**src/rtl/acc_stack_unit.sv**
```systemverilog
// Accumulator with source mux, DEPTH-entry save/restore stack, zero/carry flags, sticky stack error.
// Latency: every action completes on the next rising clk edge; outputs come straight from registers.
// Backpressure: none; overflow/underflow is not stalled but dropped and reported through stk_err.
module acc_stack_unit #(
    parameter int WIDTH = 8,
    parameter int IMM_W = 4,                  // must be < WIDTH
    parameter int DEPTH = 4,                  // power of two, >= 2
    parameter int SPW   = $clog2(DEPTH) + 1
) (
    input  logic             clk,
    input  logic             rst,           // asynchronous, active low
    input  logic             load_acc,
    input  logic [1:0]       sel_acc,
    input  logic [IMM_W-1:0] imm,
    input  logic [WIDTH-1:0] reg_data,
    input  logic [WIDTH-1:0] alu_out,
    input  logic             alu_carry,
    input  logic             push,
    input  logic             pop,
    input  logic             clr_err,
    output logic [WIDTH-1:0] acc_data,
    output logic             zero_flag,
    output logic             carry_flag,
    output logic [SPW-1:0]   sp,
    output logic             stk_full,
    output logic             stk_empty,
    output logic             stk_err
);

    localparam int PTRW = $clog2(DEPTH);

    localparam logic [1:0] SEL_IMM_ZX = 2'b00;
    localparam logic [1:0] SEL_REG    = 2'b01;
    localparam logic [1:0] SEL_ALU    = 2'b10;
    localparam logic [1:0] SEL_IMM_SX = 2'b11;

    localparam logic [SPW-1:0] SP_ONE = SPW'(1);
    localparam logic [SPW-1:0] SP_MAX = SPW'(DEPTH);

    // Stack storage has no reset: entries above sp are never observed.
    logic [WIDTH-1:0] stack_mem [DEPTH];

    logic [WIDTH-1:0] src_dat;
    logic [WIDTH-1:0] top_dat;
    logic [PTRW-1:0]  top_idx;
    logic [PTRW-1:0]  wr_idx;

    logic xchg_req;
    logic pop_req;
    logic push_req;
    logic xchg_ok;
    logic pop_ok;
    logic push_ok;
    logic load_ok;
    logic err_now;

    // Source select; sign extension replicates the immediate's MSB.
    always_comb begin
        src_dat = '0;
        case (sel_acc)
            SEL_IMM_ZX: src_dat = {{(WIDTH-IMM_W){1'b0}}, imm};
            SEL_REG:    src_dat = reg_data;
            SEL_ALU:    src_dat = alu_out;
            SEL_IMM_SX: src_dat = {{(WIDTH-IMM_W){imm[IMM_W-1]}}, imm};
            default:    src_dat = '0;
        endcase
    end

    // Status flags derive directly from the registered state.
    assign stk_empty = (sp == '0);
    assign stk_full  = (sp == SP_MAX);
    assign zero_flag = (acc_data == '0);

    // Entry indices: top of stack (sp-1) for pop/exchange, next free slot (sp) for push.
    // When sp is 0 or DEPTH the index aliases a real slot but the *_ok gating suppresses its use.
    assign top_idx = PTRW'(sp - SP_ONE);
    assign wr_idx  = PTRW'(sp);
    assign top_dat = stack_mem[top_idx];

    // Action decode in priority order: exchange, pop, push (optionally with load), load.
    always_comb begin
        xchg_req = push & pop;
        pop_req  = pop & ~push;
        push_req = push & ~pop;

        xchg_ok  = xchg_req & ~stk_empty;
        pop_ok   = pop_req  & ~stk_empty;
        push_ok  = push_req & ~stk_full;

        // Any pop-type request owns acc_data this cycle, even when it fails on an empty stack.
        load_ok  = load_acc & ~pop;

        err_now  = ((xchg_req | pop_req) & stk_empty) | (push_req & stk_full);
    end

    // Stack writes: exchange overwrites the top, push fills the next free slot with the pre-load acc.
    always_ff @(posedge clk) begin
        if (xchg_ok) begin
            stack_mem[top_idx] <= acc_data;
        end else if (push_ok) begin
            stack_mem[wr_idx] <= acc_data;
        end
    end

    // Accumulator: restored from the stack on pop/exchange, otherwise loaded from the mux.
    always_ff @(posedge clk or negedge rst) begin
        if (!rst) begin
            acc_data <= '0;
        end else if (xchg_ok || pop_ok) begin
            acc_data <= top_dat;
        end else if (load_ok) begin
            acc_data <= src_dat;
        end
    end

    // Carry tracks the ALU only when the ALU result is what got loaded; other loads clear it.
    always_ff @(posedge clk or negedge rst) begin
        if (!rst) begin
            carry_flag <= 1'b0;
        end else if (load_ok) begin
            carry_flag <= (sel_acc == SEL_ALU) ? alu_carry : 1'b0;
        end
    end

    // Occupancy count; saturates at both ends because failed requests are gated out.
    always_ff @(posedge clk or negedge rst) begin
        if (!rst) begin
            sp <= '0;
        end else if (pop_ok) begin
            sp <= sp - SP_ONE;
        end else if (push_ok) begin
            sp <= sp + SP_ONE;
        end
    end

    // Sticky error: a fresh error in the same cycle beats a clear request.
    always_ff @(posedge clk or negedge rst) begin
        if (!rst) begin
            stk_err <= 1'b0;
        end else if (err_now) begin
            stk_err <= 1'b1;
        end else if (clr_err) begin
            stk_err <= 1'b0;
        end
    end

endmodule

```
**config.mk**
```make
export PLATFORM = sky130hd
export DESIGN_NAME = acc_stack_unit
export DESIGN_NICKNAME = d
export VERILOG_FILES = /design/src/rtl/acc_stack_unit.sv
export SDC_FILE = /design/constraint.sdc
export NUM_CORES = 1
export LEC_CHECK = 0
export BUFFER_PORTS_ARGS = -buffer_cell sky130_fd_sc_hd__buf_2
export CORE_ASPECT_RATIO = 1.2
export CORE_MARGIN = 10
export CORE_UTILIZATION = 49
export CTS_BUF_LIST = sky130_fd_sc_hd__clkbuf_16
export DETAILED_ROUTE_END_ITERATION = 16
export PLACE_DENSITY = 0.84
export SLEW_MARGIN = 20
export SYNTH_ARGS = -nofsm -noshare
export SYNTH_HDL_FRONTEND = slang
export SYNTH_SLANG_ARGS = --single-unit
```
**constraint.sdc**
```tcl
create_clock -name clk -period 2.26 [get_ports clk]
set_input_delay 0.113 -clock clk [delete_from_list [all_inputs] [get_ports clk]]
set_output_delay 0.113 -clock clk [all_outputs]
set_load 0.01 [all_outputs]
```
# Word level (Yosys, flattened, before mapping)
# Memories as Yosys holds them, arrays and structs flattened.
# Index checks and enable logic that the tools add are counted.
[word_totals]
mem_bits_ro = 0
output_inout_bits = 16
latchBits = 0
regBits = 13
wordCells = 50
n_memories = 1
mem_bits_rw = 32
[mem_list]
columns = ["memory", "words", "word_bits", "rd", "rd_clocked_by_memory_dff", "write_ports", "line_no", "text"]
rows = [
  ["stack_mem", 4, 8, 1, 0, 1, "41", "logic [WIDTH-1:0] stack_mem [DEPTH];"],
]
[classes]
div = 0
shifts = 0
n_bitwise = 15
n_eq_ne = 4
n_mul = 0
reduce_logical = 8
mux = 16
addsub = 2
magnitude_cmp = 0
[op_table]
columns = ["cell", "n"]
rows = [
  ["8-bit case mux with 4 select lines", 1],
  ["8-bit 2-to-1 mux", 3],
  ["1-bit bitwise AND", 9],
  ["1-bit 2-to-1 mux", 9],
  ["8-bit logical NOT", 1],
  ["8-bit OR reduction", 1],
  ["3-bit 2-to-1 mux", 2],
  ["2-bit nonzero test", 3],
  ["2-bit equality test, second input constant", 2],
  ["1-bit NOT", 4],
  ["3-bit by 1-bit adder with 3-bit output, second input constant", 1],
  ["3-bit equality test, second input constant", 1],
  ["3-bit logical NOT", 1],
  ["3-bit by 1-bit subtractor with 3-bit output, second input constant", 1],
  ["2-bit by 1-bit equality test with 1-bit output, second input constant", 1],
  ["2-bit logical NOT", 1],
  ["2-bit 2-to-1 mux", 1],
  ["1-bit OR", 2],
  ["1-bit logical OR", 1],
]

# Depth between registers and ports, before layout
# Gate-level depths: netlist (run 1).
[logic_depth]
depth_word = 8
depth_mapped = 7
depth_no_buf = 6

# Worst setup path after synthesis (run 1)
# Ideal clock, no wire load.
[synth_path]
path_kind = "flip-flop to flip-flop"
startpoint = "register sp[0]"
endpoint = "memory stack_mem[2][0] (enable)"
t_required_ps = 1875
path_stages_with_launch = 7
arrival_time_ps = 2152
path_buffers = 2
slack_ps = -277
setup_ps = 385
cell_sequence = "dfrtp_1 > inv_2 > ha_1 > buf_6 > buf_6 > or3_1 > a21boi_0"
[synth_between]
elab_chain_cells = 8
elab_cells_between_ends = 15
cone_classes = "add/sub: 1; eq/ne: 1; mux: 7; bitwise: 4; reduce/logical: 2"
[synth_lines]
columns = ["element", "line_no", "text"]
rows = [
  ["start: declaration", "24", "output logic [SPW-1:0] sp,"],
  ["start signal: assignment", "130", "sp <= sp - SP_ONE;"],
  ["start signal: assignment", "132", "sp <= sp + SP_ONE;"],
  ["3-bit equality test", "71", "assign stk_full = (sp == SP_MAX);"],
  ["1-bit NOT", "88", "push_ok = push_req & ~stk_full;"],
  ["1-bit bitwise AND", "88", ""],
  ["1-bit 2-to-1 mux", "100", "end else if (push_ok) begin"],
  ["1-bit 2-to-1 mux", "98", "if (xchg_ok) begin"],
  ["1-bit 2-to-1 mux (not written as such)", "101", "stack_mem[wr_idx] <= acc_data;"],
  ["8-bit OR reduction (no line)", "-", ""],
  ["2-bit 2-to-1 mux (no line) or 1-bit 2-to-1 mux (tied branches)", "-", ""],
  ["end: declaration", "41", ""],
]
# Several ways; a longest one is shown, not always the timed one.

# Final worst setup path (run 1)
[layout_path]
startpoint = "register sp[0]"
endpoint = "memory stack_mem[3][4] (enable)"
# The elaborated chain is that of the path after synthesis.

==> reports/qor.txt, run 1 <==
Die Wd - 82.1 µm
Ys Warns - 0
Worst slew pin tran - 0.356 ns
Clk Latency, worst-skew pair - 0.28 ns
Library cells used by synthesis - 41
Part of the cycle the worst path needs - 0.917
Flop-to-flop setup slack - 0.19 ns
Top post-synthesis cells by area - edfxtp_1 42%, dfrtp_1 14%, mux2i_1 9.7%
Leading area contributor after synthesis - edfxtp_1
Pins Over Slew Limit - 0
Grt ovf - 0
Port-buffer cells - 44
RSZ-0062 raised after global routing - false
Critical path capture point type - flip-flop
Worst EP arrival - 2.02 ns
Total clock sinks - 45
CTS Root Cell - clkbuf_16
Top_reg_cell synth - edfxtp_1
Share of cells above drive strength 1 - 0.293
DR DRC count - 0
Post-Syn Area - 2260 µm²
Placed inst area - 2530 µm²
Sequential cell area fraction in the yosys report - 0.568
Fin area - 2740 µm²
Post-CTS setup buffer count - 0
Worst min-delay path class - input pin to flip-flop
Die height - 94.5 µm
Final min period - 2.07 ns
F_max - 0.483 GHz
Reg clk slew, reported paths - 0.06 ns
Largest net degree at the start of global routing - 22
Worst Setup SP - sp[0]$_DFFE_PN0P_
Setup slack at placement - 0.184 ns
Die ar. - 7750 µm²
GRT Resource Usage Total - 0.135
Max IR drop VDD - 0.865 mV
Net count after synthesis - 213
Status - finished, final reports clean
Routability Congestion - 0.819
Detailed Route Iter0 Violations - 99
Final setup fails - 0
DR vias - 1,633
Post-synth EDFFs - 32
Drt pass-1 iters - 4
Area grow syn2layout - 20.8%
Clock buffer count from CTS - 5
Wire per inst - 17.3 µm
Slew headroom - 0.762
FF+latch count, synth - 45
Clk buf depth - 2
Crit path to - stack_mem[3][4]$_DFFE_PP_
Max_cap viols - 0
Global-route wire length before repair - 8.05 mm
Syn Inst Count - 181
Worst EP required - 2.21 ns
Crit Path Class - flip-flop to flip-flop
CP Launch Type - flip-flop
Vias/cell - 5.63
Final Hold Fails - 0
Post-DP HPWL - 3.71 mm
Reg2Reg Depth - 6
Initial antenna violation count - 0
FF-to-FF End - stack_mem[3][4]$_DFFE_PP_
Final setup margin - 0.188 ns
H-tree depth - 2
LEAKAGE - 1.16 nW
Number of cell rows - 27
CTS tree - done
Final wirelength - 5.02 mm
Crit Path Max Fanout - 8
Post-synthesis async set-or-reset flop share - 0.289
Io pins - 45
Worst clock skew - 0.00304 ns
Placed Cells - 281
Setup TNS - 0 ns
Synthesized area per cell - 12.5 µm²
Yosys top cell area share - 0.424
Antenna diodes - 0
Final net count - 263
Vias in the first global route - 1,618
Commonest non-fill, non-tap cell in the layout - buf_2
Worst reg2reg startpoint - sp[0]$_DFFE_PN0P_
Core area - 4530 µm²
Post-route antenna net violation count - 0
Starting density of the core - 0.500
Leading cell types in the layout, fill and taps excluded - 44 x buf_2, 32 x edfxtp_1, 22 x mux2i_1, 13 x nand2_1, 13 x dfrtp_1
Pwr per Cell Area - 1400 nW/µm²
Fin cells - 290
-- worst min path at each step --
| stage | from | endpoint | cells past startpoint |
|---|---|---|---|
| after floorplan | rst | acc_data[0]$_DFFE_PN0P_ | 0 |
| after global placement | rst | carry_flag$_DFFE_PN0P_ | 1 |
| after detailed placement | rst | carry_flag$_DFFE_PN0P_ | 1 |
| after CTS | alu_carry | carry_flag$_DFFE_PN0P_ | 3 |
| after global routing | alu_carry | carry_flag$_DFFE_PN0P_ | 3 |
| final | alu_carry | carry_flag$_DFFE_PN0P_ | 3 |
-- stage by stage --
step                      power, mW   util  hold WS, ns
after floorplan                2.52      -       -0.183
after CTS                      3.85  0.603        0.103
final                          3.84  0.604        0.106
after detailed placement       2.94  0.559       0.0352
after global routing           4.05  0.604        0.117
after global placement         2.88  0.559       0.0210
-- area by class of cell --
cell class / instances / area (µm²)
clock buffers: 6 / 150
inverters: 5 / 18.8
clock inverters: 2 / 38.8
flip-flops and latches: 45 / 1290
multi-input cells: 120 / 872
fillers: 395 / 1790
well taps: 58 / 72.6
repair buffers: 54 / 298
-- metal layers --
layer / vias to the layer above / share of wire / global-route usage
met5: - / 0 / 0
met4: 0 / 0.020 / 0.0639
met3: 8 / 0.070 / 0.0466
met2: 54 / 0.50 / 0.231
met1: 786 / 0.41 / 0.145
li1: 785 / - / -
-- cell usage after synthesis, types with 4 or more instances --
library cell,count
nand2_1,13
dfrtp_1,13
buf_2,4
a21oi_1,5
edfxtp_1,32
o22ai_1,8
buf_6,5
mux2i_1,22
inv_1,4
a221o_1,8
nand3_1,6
nor2b_1,8
o21ai_0,12
-- worst max-delay path: stages, from the launching register on --
cell and delay [ns]:
dfrtp_1 0.49, inv_2 0.06, ha_1 0.25, a21oi_1 0.33
nand3_1 0.13, o31ai_1 0.09, and2_1 0.38
-- kinds of logic after synthesis --
family,count (synthesis),synth area share
mux,22,0.0972
xor+xnor,1,0.00387
simple gates,46,0.120
fa+ha+maj,3,0.0166
flops,45,0.568
buf+inv,16,0.0519
compound gates,48,0.143
-- where the power goes --
part / switching (mW) / total, mW / leakage, nW / internal (mW)
registers: 0.211 / 1.46 / 0.454 / 1.25
clock network: 0.290 / 0.882 / 0.0926 / 0.592
logic: 0.827 / 1.50 / 0.611 / 0.675
-- registers in the layout, indices dropped and copies added (netlist names) --
name / flops
acc_data: 8
carry_flag: 1
sp: 3
stack_mem: 32
stk_err: 1
-- what timing repair did --
action                                  CTS  global route
resized for setup                         0             1
endpoints found under the hold margin    13             0
hold buffers                              1             0
endpoints found under the setup margin    0             8
(Power assumes the default switching activity.)
==> inputs of run 2 (changes only) <==
RECOVER_POWER = 50   (was unset)
==> reports/qor.txt, run 2 (same netlist as run 1, synthesis figures left out) <==
Routability Congestion - 0.819 (unchanged)
Final net count - 263 (unchanged)
Fin area - 2720 µm² (-0.50%)
Clk buf depth - 2 (unchanged)
Filler Cell Count - 397 (+0.51%)
CTS tree - done
Final wirelength - 5.00 mm (-0.38%)
Slew headroom - 0.457 (-0.305)
Placed inst area - 2530 µm² (unchanged)
Wire per inst - 17.2 µm (-0.38%)
Port-buffer cells - 44 (unchanged)
Die Wd - 82.1 µm (unchanged)
GRT Resource Usage Total - 0.135 (unchanged)
Antenna diodes - 0 (unchanged)
Worst clock skew - 0.00310 ns (+0.0000620 ns)
Die ar. - 7750 µm² (unchanged)
Post-CTS setup buffer count - 0 (unchanged)
Number of cell rows - 27 (unchanged)
Vias/cell - 5.63 (unchanged)
Post-DP HPWL - 3.71 mm (unchanged)
Commonest non-fill, non-tap cell in the layout - buf_2
H-tree depth - 2 (unchanged)
Clk Latency, worst-skew pair - 0.28 ns (about the same)
Initial antenna violation count - 0 (unchanged)
Status - finished, final reports clean
Grt ovf - 0 (unchanged)
LEAKAGE - 1.13 nW (-2.6%)
Max IR drop VDD - 0.854 mV (-1.3%)
DR vias - 1,633 (unchanged)
Total power draw - 3.83 mW (-0.29%)
Max reg flops - 32 (unchanged)
CP Launch Type - flip-flop
Worst slew pin tran - 0.814 ns (+0.458 ns)
Vias in the first global route - 1,618 (unchanged)
Starting density of the core - 0.500 (unchanged)
Final min period - 2.07 ns (-0.00443 ns)
Share of cells above drive strength 1 - 0.254 (-0.0388)
Largest net degree at the start of global routing - 22 (unchanged)
Crit Path Max Fanout - 8 (unchanged)
DR DRC count - 0 (unchanged)
Largest Register - stack_mem
Global-route wire length before repair - 8.05 mm (unchanged)
Part of the cycle the worst path needs - 0.915 (-0.00196)
Core area - 4530 µm² (unchanged)
Worst EP required - 2.21 ns (about the same)
RSZ-0062 raised after global routing - false
Total clock sinks - 45 (unchanged)
Setup TNS - 0 ns (unchanged)
Area grow syn2layout - 20.2%
Io pins - 45 (unchanged)
Largest regs - stack_mem: 32 flops, acc_data: 8 flops, sp: 3 flops
Pins Over Slew Limit - 0 (unchanged)
Final setup fails - 0 (unchanged)
Post-route antenna net violation count - 0 (unchanged)
Crit Path Class - flip-flop to flip-flop
Worst EP arrival - 2.02 ns (about the same)
CTS Root Cell - clkbuf_16
Clock buffer count from CTS - 5 (unchanged)
Detailed Route Iter0 Violations - 111 (+12%)
F_max - 0.484 GHz (+0.21%)
Final Hold Fails - 0 (unchanged)
Hold_ws - 0.103 ns (-0.00316 ns)
Max_cap viols - 0 (unchanged)
Drt pass-1 iters - 4 (unchanged)
Critical path capture point type - flip-flop
Worst min-delay path class - input pin to flip-flop
Pwr per Cell Area - 1410 nW/µm² (+0.21%)
Leading cell types in the layout, fill and taps excluded - 36 x buf_2, 32 x edfxtp_1, 22 x mux2i_1, 13 x nand2_1, 13 x dfrtp_1
Die height - 94.5 µm (unchanged)
Reg clk slew, reported paths - 0.06 ns (about the same)
run 2: changes by cell type in the layout (fill, tap and decap cells not counted):
cell and delta:
clkbuf_1 +9, buf_2 -8, buf_4 -1
run 2: final timing paths:
path                       cells after the start  slack, ns                 from                   endpoint
setup / recovery                               6       0.19    sp[0]$_DFFE_PN0P_  stack_mem[3][4]$_DFFE_PP_
hold / removal                                 3       0.10            alu_carry     carry_flag$_DFFE_PN0P_
setup reg to reg                               6       0.19    sp[0]$_DFFE_PN0P_  stack_mem[3][4]$_DFFE_PP_
hold reg to reg                                1       0.51  stk_err$_DFFE_PN0P_        stk_err$_DFFE_PN0P_
max in group asynchronous                      2       1.32                  rst    acc_data[4]$_DFFE_PN0P_
min in group asynchronous                      2       0.44                  rst          sp[2]$_DFFE_PN0P_
run 2: layer usage:
layer / share of wire / global-route usage / vias to the layer above
li1: - / - / 786
met4: 0.022 / 0.0639 / 0
met1: 0.41 / 0.145 / 789
met2: 0.50 / 0.231 / 50
met3: 0.065 / 0.0466 / 8
met5: 0 / 0 / -
run 2: critical path, stage by stage (launching register included):
cell and delay (ns):
dfrtp_1 0.48, inv_2 0.06, ha_1 0.25, a21oi_1 0.33, nand3_1 0.13, o31ai_1 0.09, and2_1 0.38
run 2: cell type report:
class                   count  area, µm²  share of cell area
clock buffers               6        150              0.0551
clock inverters             2       38.8              0.0142
inverters                   5       18.8             0.00689
multi-input cells         120        872               0.320
flip-flops and latches     45       1290               0.472
well taps                  58       72.6              0.0267
repair buffers             54        284               0.104
run 2: power breakdown:
part / internal [mW] / leakage, nW / switching (mW)
Clock: 0.592 / 0.0926 / 0.290
Sequential: 1.25 / 0.454 / 0.212
Combinational: 0.660 / 0.581 / 0.830
Total: 2.50 / 1.13 / 1.33
run 2: metrics by stage:
stage,worst slack [ns],instances,util
5_1_grt,0.0230,290,0.601
3_3_place_gp,0.261,281,0.559
3_5_place_dp,0.184,281,0.559
6_report,0.192,290,0.601
2_1_floorplan,0.0391,181,-
4_1_cts,0.169,290,0.603
run 2: repair_timing:
| action | CTS | global route |
|---|---|---|
| endpoints found under the hold margin | 13 | 0 |
| gates resized for setup | 0 | 1 |
| hold buffers | 1 | 0 |
| endpoints found under the setup margin | 0 | 8 |
